<file path="config.mk">
export PLATFORM = sky130hd
export DESIGN_NAME = thiele_logic_bridge
export DESIGN_NICKNAME = d
export VERILOG_FILES = /design/src/rtl/thiele_logic_bridge.sv
export SDC_FILE = /design/constraint.sdc
export NUM_CORES = 1
export LEC_CHECK = 0
export CAP_MARGIN = 20
export CORE_ASPECT_RATIO = 0.7
export CORE_MARGIN = 4
export CORE_UTILIZATION = 45
export CTS_BUF_LIST = sky130_fd_sc_hd__clkbuf_2 sky130_fd_sc_hd__clkbuf_4 sky130_fd_sc_hd__clkbuf_8
export CTS_CLUSTER_SIZE = 40
export DETAILED_ROUTE_END_ITERATION = 7
export GPL_TIMING_DRIVEN = 1
export PLACE_DENSITY_LB_ADDON = 0.3
export SYNTH_ARGS = -nofsm -noshare
export SYNTH_HDL_FRONTEND = slang
export SYNTH_SLANG_ARGS = --single-unit
</file>
<file path="constraint.sdc">
create_clock -name clk -period 3.4 [get_ports clk]
set_clock_uncertainty 0.15 [all_clocks]
set_input_delay 1.02 -clock clk [delete_from_list [all_inputs] [get_ports clk]]
set_output_delay 1.02 -clock clk [all_outputs]
set_load 0.02 [all_outputs]
</file>
<file path="src/rtl/thiele_logic_bridge.sv">
`timescale 1ns/1ps
`default_nettype none
// ============================================================================
//  Module      : thiele_logic_bridge
//  Description : Bridges a CPU logic-engine request (req/ack) onto an external
//                solver (valid/ready request, strobed response), with a
//                request timeout that returns an error word instead of hanging.
//  Revision    : 1.0 - initial release
// ============================================================================
module thiele_logic_bridge #(
    parameter int          TIMEOUT_CYCLES = 64,
    parameter logic [31:0] ERR_DATA       = 32'hDEAD0001
) (
    input  logic        clk,
    input  logic        rst_n,
    input  logic        logic_req,
    input  logic [31:0] logic_addr,
    output logic        logic_ack,
    output logic [31:0] logic_data,
    output logic        sol_valid,
    output logic [31:0] sol_addr,
    input  logic        sol_ready,
    input  logic        rsp_valid,
    input  logic [31:0] rsp_data,
    output logic        busy,
    output logic        timeout_err,
    output logic [31:0] req_count,
    output logic [15:0] timeout_count
);

    // Timer only needs to reach TIMEOUT_CYCLES-1.
    localparam int c_TIMER_W = (TIMEOUT_CYCLES > 1) ? $clog2(TIMEOUT_CYCLES) : 1;
    localparam logic [c_TIMER_W-1:0] c_TIMER_LAST = c_TIMER_W'(TIMEOUT_CYCLES - 1);

    typedef enum logic [2:0] {
        S_IDLE  = 3'd0,
        S_ISSUE = 3'd1,
        S_WAIT  = 3'd2,
        S_ACK   = 3'd3,
        S_DRAIN = 3'd4
    } state_t;

    state_t                 r_state;
    logic [c_TIMER_W-1:0]   r_timer;
    logic                   r_ack;
    logic [31:0]            r_logic_data;
    logic                   r_sol_valid;
    logic [31:0]            r_sol_addr;
    logic                   r_busy;
    logic                   r_timeout_err;
    logic [31:0]            r_req_count;
    logic [15:0]            r_timeout_count;

    logic                   w_timer_expired;

    assign w_timer_expired = (r_timer == c_TIMER_LAST);

    // Request sequencing FSM; every output is a register updated here.
    always_ff @(posedge clk) begin
        if (!rst_n) begin
            r_state         <= S_IDLE;
            r_timer         <= '0;
            r_ack           <= 1'b0;
            r_logic_data    <= 32'd0;
            r_sol_valid     <= 1'b0;
            r_sol_addr      <= 32'd0;
            r_busy          <= 1'b0;
            r_timeout_err   <= 1'b0;
            r_req_count     <= 32'd0;
            r_timeout_count <= 16'd0;
        end else begin
            r_ack <= 1'b0;
            case (r_state)
                S_IDLE: begin
                    if (logic_req) begin
                        r_sol_addr  <= logic_addr;
                        r_timer     <= '0;
                        r_req_count <= r_req_count + 32'd1;
                        r_sol_valid <= 1'b1;
                        r_busy      <= 1'b1;
                        r_state     <= S_ISSUE;
                    end
                end
                S_ISSUE: begin
                    // No response can exist yet, so expiry always wins here.
                    if (w_timer_expired) begin
                        r_logic_data  <= ERR_DATA;
                        r_timeout_err <= 1'b1;
                        if (r_timeout_count != 16'hFFFF) begin
                            r_timeout_count <= r_timeout_count + 16'd1;
                        end
                        r_sol_valid   <= 1'b0;
                        r_timer       <= '0;
                        r_ack         <= 1'b1;
                        r_state       <= S_ACK;
                    end else begin
                        r_timer <= r_timer + 1'b1;
                        if (sol_ready) begin
                            r_sol_valid <= 1'b0;
                            r_state     <= S_WAIT;
                        end
                    end
                end
                S_WAIT: begin
                    // A response arriving on the expiry cycle takes priority.
                    if (rsp_valid) begin
                        r_logic_data <= rsp_data;
                        r_timer      <= '0;
                        r_ack        <= 1'b1;
                        r_state      <= S_ACK;
                    end else if (w_timer_expired) begin
                        r_logic_data  <= ERR_DATA;
                        r_timeout_err <= 1'b1;
                        if (r_timeout_count != 16'hFFFF) begin
                            r_timeout_count <= r_timeout_count + 16'd1;
                        end
                        r_timer       <= '0;
                        r_ack         <= 1'b1;
                        r_state       <= S_ACK;
                    end else begin
                        r_timer <= r_timer + 1'b1;
                    end
                end
                S_ACK: begin
                    r_state <= S_DRAIN;
                end
                S_DRAIN: begin
                    // Wait for the CPU to release the request so it is not re-serviced.
                    if (!logic_req) begin
                        r_busy  <= 1'b0;
                        r_state <= S_IDLE;
                    end
                end
                default: begin
                    r_sol_valid <= 1'b0;
                    r_busy      <= 1'b0;
                    r_timer     <= '0;
                    r_state     <= S_IDLE;
                end
            endcase
        end
    end

    assign logic_ack     = r_ack;
    assign logic_data    = r_logic_data;
    assign sol_valid     = r_sol_valid;
    assign sol_addr      = r_sol_addr;
    assign busy          = r_busy;
    assign timeout_err   = r_timeout_err;
    assign req_count     = r_req_count;
    assign timeout_count = r_timeout_count;

endmodule
`default_nettype wire

</file>
Yosys cells after proc, flatten, opt, wreduce, memory -nomap -nowiden
Index checks and enable logic that the tools add are counted.
- register bits after elaboration: 125
- latch bits: 0
- RAM bits: 0
- bits in read-only memories: 0
- input port bits: 69
- output and inout bits: 116
- logic and storage cells: 68
- memories kept: 0
- add/subtract/negate cells: 3
- multiply operators: 0
- div/mod/pow operators: 0
- $lt $le $gt $ge: 0
- equality and inequality tests: 11
- shift operators: 0
- multiplexer cells: 30
- bitwise operators: 3
- reductions and logical operators: 11
- operator list (kind ; count):
    2-to-1 mux 32 bit ; 2
    one-hot mux 32 bit (2 select lines) ; 1
    2-to-1 mux 16 bit ; 3
    adder 32 x 1 -> 32 bit (second input constant) ; 1
    one-hot mux 16 bit (2 select lines) ; 1
    one-hot mux 6 bit (4 select lines) ; 1
    2-to-1 mux 3 bit ; 6
    2-to-1 mux 6 bit ; 3
    adder 16 x 1 -> 16 bit (second input constant) ; 1
    inequality test 16 bit (second input constant) ; 1
    one-hot mux 3 bit (5 select lines) ; 1
    2-to-1 mux 1 bit ; 8
    adder 6 x 1 -> 6 bit (second input constant) ; 1
    == test 3 x 2 -> 1 bit (second input constant) ; 2
    == test 6 bit (second input constant) ; 1
    inequality test 2 bit (second input constant) ; 3
    inequality test 3 bit (second input constant) ; 2
    one-hot mux 1 bit (3 select lines) ; 2
    AND reduction 2 bit ; 3
    AND reduction 3 bit ; 2
    OR reduction 3 bit ; 2
    one-hot mux 1 bit (2 select lines) ; 2
    AND reduction 4 bit ; 1
    == test 3 x 1 -> 1 bit (second input constant) ; 1
    other kinds (5) ; 7

Depth between registers and ports, before layout
Gate-level depths: netlist (run 1).
- word-level depth: 5
- depth in mapped cells: 8
- depth with buffers taken out: 6

Least setup slack after synthesis (run 1)
Ideal clock, no wire load.
- kind: input-to-reg
- start: input port logic_req
- end: register r_req_count[26] (netlist: req_count[26])
- library setup time: 0.070 ns
- data arrival time: 3.015 ns
- data required time: 3.180 ns
- setup slack: 0.164 ns
- stages: 6
- path buffers: 1
- path through: or4b_4 -> or4_4 -> or4_1 -> buf_2 -> nor4_2 -> o21bai_1
- longest elaborated chain between the ends: 1
- ends and longest elaborated chain (element ; RTL line ; text):
    start: declaration ; 16 ; input logic logic_req,
    AND reduction 2 bit (no source line) ; - ;
    end signal: assignment ; 78 ; r_req_count <= r_req_count + 32'd1;
    end: declaration ; 51 ; logic [31:0] r_req_count;
Every way passes these cells.
A chain may end at the register's enable or synchronous reset.

Final worst setup path (run 1)
Ends and elaborated chain as after synthesis.

==> run summary, run 1 <==
run status - complete, no violations
Ys Warns - 0
# diodes - 0
pwr dens - 438 nW/um2
critical path's slowest cell - or4_4
Worst path most repeated cell - or4_4
clk_lat worst skew - 0.43 ns
num rows - 31
hold violation total from the final report - 0
sequential area share after synthesis - 50.3%
first drt pass iteration count - 5
Antenna Nets Post-Route - 0
DR vias/cell - 5.33
Async SR Flop Fraction - 0%
Synth area leaders - dfxtp_1 50%, nand2_1 7.4%, a21oi_1 5.0%, nor2_1 4.2%, a22o_1 3.5%
H-tree depth - 4
clk buf depth - 2
pin count of the biggest net entering global routing - 53
final net count - 829
IO buf count - 184
RSZ-0062 raised after global routing - no
final setup fails - 0
transition time of the tightest slew-check pin - 0.576 ns
Layout area overhead - 48.8%
Ports - 185
Leak - 2.59 nW
max incr delay on CP - 0.59 ns
# DRC - 0
MaxCap Viol Count - 0
Worst Min Path Start - sol_addr[19]
critical path arrival - 3.46 ns
max_slew headroom - 61.2%
final instance area - 7400 um2
Pwr Total - 3.24 mW
placed wire-length estimate - 10.1 mm
Die Span Y - 96.0 um
Final min period - 3.24 ns
Post-DP Area - 7000 um2
clk slew on worst S/H paths - 0.08 ns
gr ovfl total - 0
Worst EP required - 3.61 ns
commonest non-fill, non-tap cell in the layout - clkdlybuf4s50_1
Yosys top cell area share - 50.3%
CP Max Fanout - 5
Top FF cell, synth - dfxtp_1
Post-Route WL - 14.2 mm
hold path endpoint - sol_addr[19]
Synthesized Nets - 643
CTS tree - done
syn_area_per_cell - 8.71 um2
r2r worst-path depth - 5
Post-Synthesis Cells - 571
Num CTS Buffers - 17
Yosys top cell by area - dfxtp_1
r2r setup slk - 0.72 ns
period utilisation layout - 95.4%
hold depth - 2
worst r2r src - r_state[0]
reg-to-reg endpoint - req_count[26]
share of post-route cells with drive strength above 1 - 9.09%
core area - 10600 um2
via count - 4892
final estimated routing congestion in global placement - 0.880
max-slew violation count - 0
type of element launching the critical path - primary input
number of synthesized register bits - 125
crit-path cells - clkdlybuf4s50_1 > or4b_4 > or4_4 > or4_4 > nor4_2 > o21bai_1
initial antenna violation count - 0
Netlist cell types - 42
wire per inst - 15.5 um
Post-synth EDFFs - 0
Final Util - 70.1%
Die Area - 12800 um2
CP Capture Type - register
number of global-route vias before repair - 4640
VDD IR-drop max - 0.348 mV
overall routing resource usage - 21.9%
filler cell count - 859
worst hold path type - register to register
Starting Density - 47.1%
Clock Sinks - 125
global-route wire length before repair - 22.7 mm
Max Clock Freq - 0.308 GHz
root buffer cell - clkbuf_8
DR iter-0 viols - 232
WS Path Type - primary input to register
Die W - 134 um
Synth Cell Area - 4970 um2
most frequent cells in the layout - 184 x clkdlybuf4s50_1, 125 x dfxtp_1, 98 x nand2_1, 56 x nor2_1, 50 x a21oi_1
how the worst max path moves through the flow:
stage / startpoint / endpoint / slack (ns) / cells past startpoint
after global placement: logic_req / req_count[26] / -0.31 / 6
after CTS: logic_req / req_count[30] / 0.11 / 6
after floorplan: logic_req / req_count[26] / 0.16 / 6
after global routing: logic_req / req_count[25] / 0.06 / 7
after detailed placement: logic_req / req_count[30] / -0.35 / 6
final: logic_req / req_count[26] / 0.16 / 6
critical path: cells and delay by family:
family | cells | cell delay, ns
AOI/OAI and AO/OA | 1 | 0.13
and+or+nand+nor | 4 | 1.83
buffers and inverters | 1 | 0.47
metrics by stage:
stage          setup WS, ns  hold WS (ns)  TNS [ns]  instances
4_1_cts               0.114         0.307         0        918
3_3_place_gp         -0.314         0.287     -1.51        885
3_5_place_dp         -0.350         0.296     -2.18        886
5_1_grt              0.0624         0.321         0        918
2_1_floorplan         0.164         0.312         0        571
6_report              0.158         0.306         0        918
cell usage after synthesis (all sizes together), types with 6 or more instances:
library cell	instances
clkbuf	29
nor2	56
dfxtp	125
a22o	20
nand3	19
nor3	10
or3	8
a21oi	50
and2	6
nand2	98
xor2	14
nand4	16
o221a	12
nor4	16
inv	7
o21ai	14
xnor2	20
state kept, by name, summed over array words and instances (netlist names):
| register | flops |
|---|---|
| r_timer | 6 |
| timeout_count | 16 |
| sol_valid | 1 |
| sol_addr | 32 |
| req_count | 32 |
| busy | 1 |
| timeout_err | 1 |
| r_state | 3 |
| logic_ack | 1 |
| logic_data | 32 |
power breakdown:
part,internal [mW],switching (mW)
Clock,0.680,0.607
Sequential,1.51,0.0362
Combinational,0.200,0.202
Total,2.39,0.845
what timing repair did:
item	in CTS	in global routing
buffers inserted	0	0
hold buffers	0	0
endpoints found under the setup margin	0	1
resized for setup	0	1
cell type report:
class | instances | area [um2] | area share [%]
flip-flops and latches | 125 | 2500 | 33.8
multi-input cells | 405 | 2320 | 31.3
repair buffers | 200 | 1970 | 26.6
clock buffers | 19 | 255 | 3.45
well taps | 148 | 185 | 2.50
clock inverters | 13 | 143 | 1.93
inverters | 8 | 30.0 | 0.406
metal layers:
metal  share of wire, %  GRT usage (%)  up-vias
li1                   -              -     2368
met1                 42           26.6     2314
met2                 48           37.1      194
met3                8.7           7.89       16
met4               0.95           6.68        0
met5                  0              0        -
cells by family after synthesis:
family,after synthesis,synth area share (%)
simple gates,258,24.9
flops,125,50.3
compound gates,107,14.4
buf+inv,41,3.12
xor+xnor,34,5.99
mux,3,0.604
fa+ha+maj,3,0.755
Power figures use the tool's default switching activity.
==> run 2, diff against run 1 <==
--- a/config.mk
+++ b/config.mk
@@ -8,7 +8,7 @@
 export CAP_MARGIN = 20
 export CORE_ASPECT_RATIO = 0.7
 export CORE_MARGIN = 4
-export CORE_UTILIZATION = 45
+export CORE_UTILIZATION = 35
 export CTS_BUF_LIST = sky130_fd_sc_hd__clkbuf_2 sky130_fd_sc_hd__clkbuf_4 sky130_fd_sc_hd__clkbuf_8
 export CTS_CLUSTER_SIZE = 40
 export DETAILED_ROUTE_END_ITERATION = 7
==> run 2 against run 1 <==
Sequential share of layout area down 0.57 points. Clock power up 18%. Via count down 1.8%. Critical path type unchanged. First-iteration DRC count up 33%. Flip-flop and latch count unchanged. Critical endpoint unchanged. Hold slack worse by 0.0015 ns. Highest routed layer unchanged. Global-route usage down 4.0 points. Critical path depth unchanged. Count of clock-buffer cells in the layout down 1. Largest cell class unchanged. Final cell count up 4.8%. Non-clock buffer count up 2. Register-to-register slack worse by 0.02 ns.
==> run summary, run 2 (synthesized netlist as in run 1, its figures left out) <==
Worst Min Path Start - sol_addr[4]
final estimated routing congestion in global placement - 0.893
worst r2r src - r_state[0]
Die W - 150 um
type of element launching the critical path - primary input
crit-path cells - clkdlybuf4s50_1 > or4b_4 > or4_4 > or4_1 > nor4_2 > o21bai_1
period utilisation layout - 96.8%
hold_buf cts - 0
wire per inst - 14.9 um
DR vias/cell - 4.99
Antenna Nets Post-Route - 0
hold depth - 2
Num CTS Buffers - 17
final net count - 831
Post-DP Area - 7060 um2
Leak - 2.63 nW
Layout area overhead - 51.3%
hold path endpoint - sol_addr[4]
num rows - 36
fin cells - 962
via count - 4803
CP Max Fanout - 5
max incr delay on CP - 0.63 ns
Crit path depth - 6
r2r setup slk - 0.70 ns
Max Clock Freq - 0.304 GHz
max-slew violation count - 0
fin worst setup slack - 0.109 ns
initial antenna violation count - 0
run status - complete, no violations
final setup fails - 0
critical path arrival - 3.50 ns
Post-Route WL - 14.4 mm
VDD IR-drop max - 0.252 mV
placed wire-length estimate - 10.1 mm
Die Area - 16200 um2
clk_lat worst skew - 0.42 ns
Final min period - 3.29 ns
global-route wire length before repair - 23.4 mm
CP top delay family - simple AND/OR/NAND/NOR gates
RSZ-0062 raised after global routing - no
clk buf depth - 2
MaxCap Viol Count - 0
r2r worst-path depth - 5
Crit path buffers/inverters - 1
hold slack final - 0.305 ns
pre-CTS setup slack - -0.343 ns
overall routing resource usage - 17.9%
# DRC - 0
number of global-route vias before repair - 4718
critical path's slowest cell - or4_1
cts repair resizes - 0
Die Span Y - 108 um
DR iter-0 viols - 309
CP Capture Type - register
Pwr Total - 3.48 mW
Worst EP required - 3.61 ns
worst hold path type - register to register
final instance area - 7530 um2
Starting Density - 35.7%
IO buf count - 184
transition time of the tightest slew-check pin - 0.614 ns
pin count of the biggest net entering global routing - 46
# diodes - 0
share of post-route cells with drive strength above 1 - 9.20%
pwr dens - 462 nW/um2
Post CTS Setup Buffer Count - 0
WS Path Type - primary input to register
most frequent cells in the layout - 184 x clkdlybuf4s50_1, 125 x dfxtp_1, 98 x nand2_1, 56 x nor2_1, 50 x a21oi_1
hold violation total from the final report - 0
placed insts - 930
Clock Sinks - 125
gr ovfl total - 0
core area - 13900 um2
commonest non-fill, non-tap cell in the layout - clkdlybuf4s50_1
filler cell count - 1261
clk slew on worst S/H paths - 0.07 ns
max_slew headroom - 58.7%
first drt pass iteration count - 4
root buffer cell - clkbuf_8
H-tree depth - 4
reg-to-reg endpoint - req_count[26]
Critical path origin - logic_req
CTS tree - done
Ports - 185
==> run 2: cell type report <==
class                   count  area, um2  area share, %
clock buffers              18        248           3.29
clock inverters            14        216           2.88
inverters                   8       30.0          0.399
multi-input cells         405       2320           30.8
flip-flops and latches    125       2500           33.2
well taps                 190        238           3.16
repair buffers            202       1980           26.3
==> run 2: worst reg2reg max path: cells and delay by family (launching register included) <==
family,cells,cell delay [ns]
and+or+nand+nor,4,1.96
DFF,1,0.40
AOI/OAI and AO/OA,1,0.13
==> run 2: layer usage <==
layer	up-vias	share of wire, %	track usage, %
met4	0	0.93	5.87
met2	175	46	27.6
met5	-	0	0
li1	2374	-	-
met3	11	7.8	5.77
met1	2243	46	23.7
==> run 2: worst max-delay path by stage <==
stage	to
after CTS	req_count[26]
after global routing	req_count[30]
after floorplan	req_count[26]
final	req_count[26]
after detailed placement	req_count[26]
after global placement	req_count[26]
==> run 2: power by group <==
part,switching [mW],leakage (nW),internal [mW]
combinational,0.204,1.39,0.202
clock,0.627,0.221,0.894
sequential,0.0361,1.01,1.51
total,0.866,2.63,2.61
==> run 2: per-stage QoR <==
step / setup TNS [ns] / util [%]
2_1_floorplan: 0 / -
3_3_place_gp: -1.42 / 50.7
3_5_place_dp: -1.79 / 50.7
4_1_cts: 0 / 54.1
5_1_grt: 0 / 54.1
6_report: 0 / 54.1
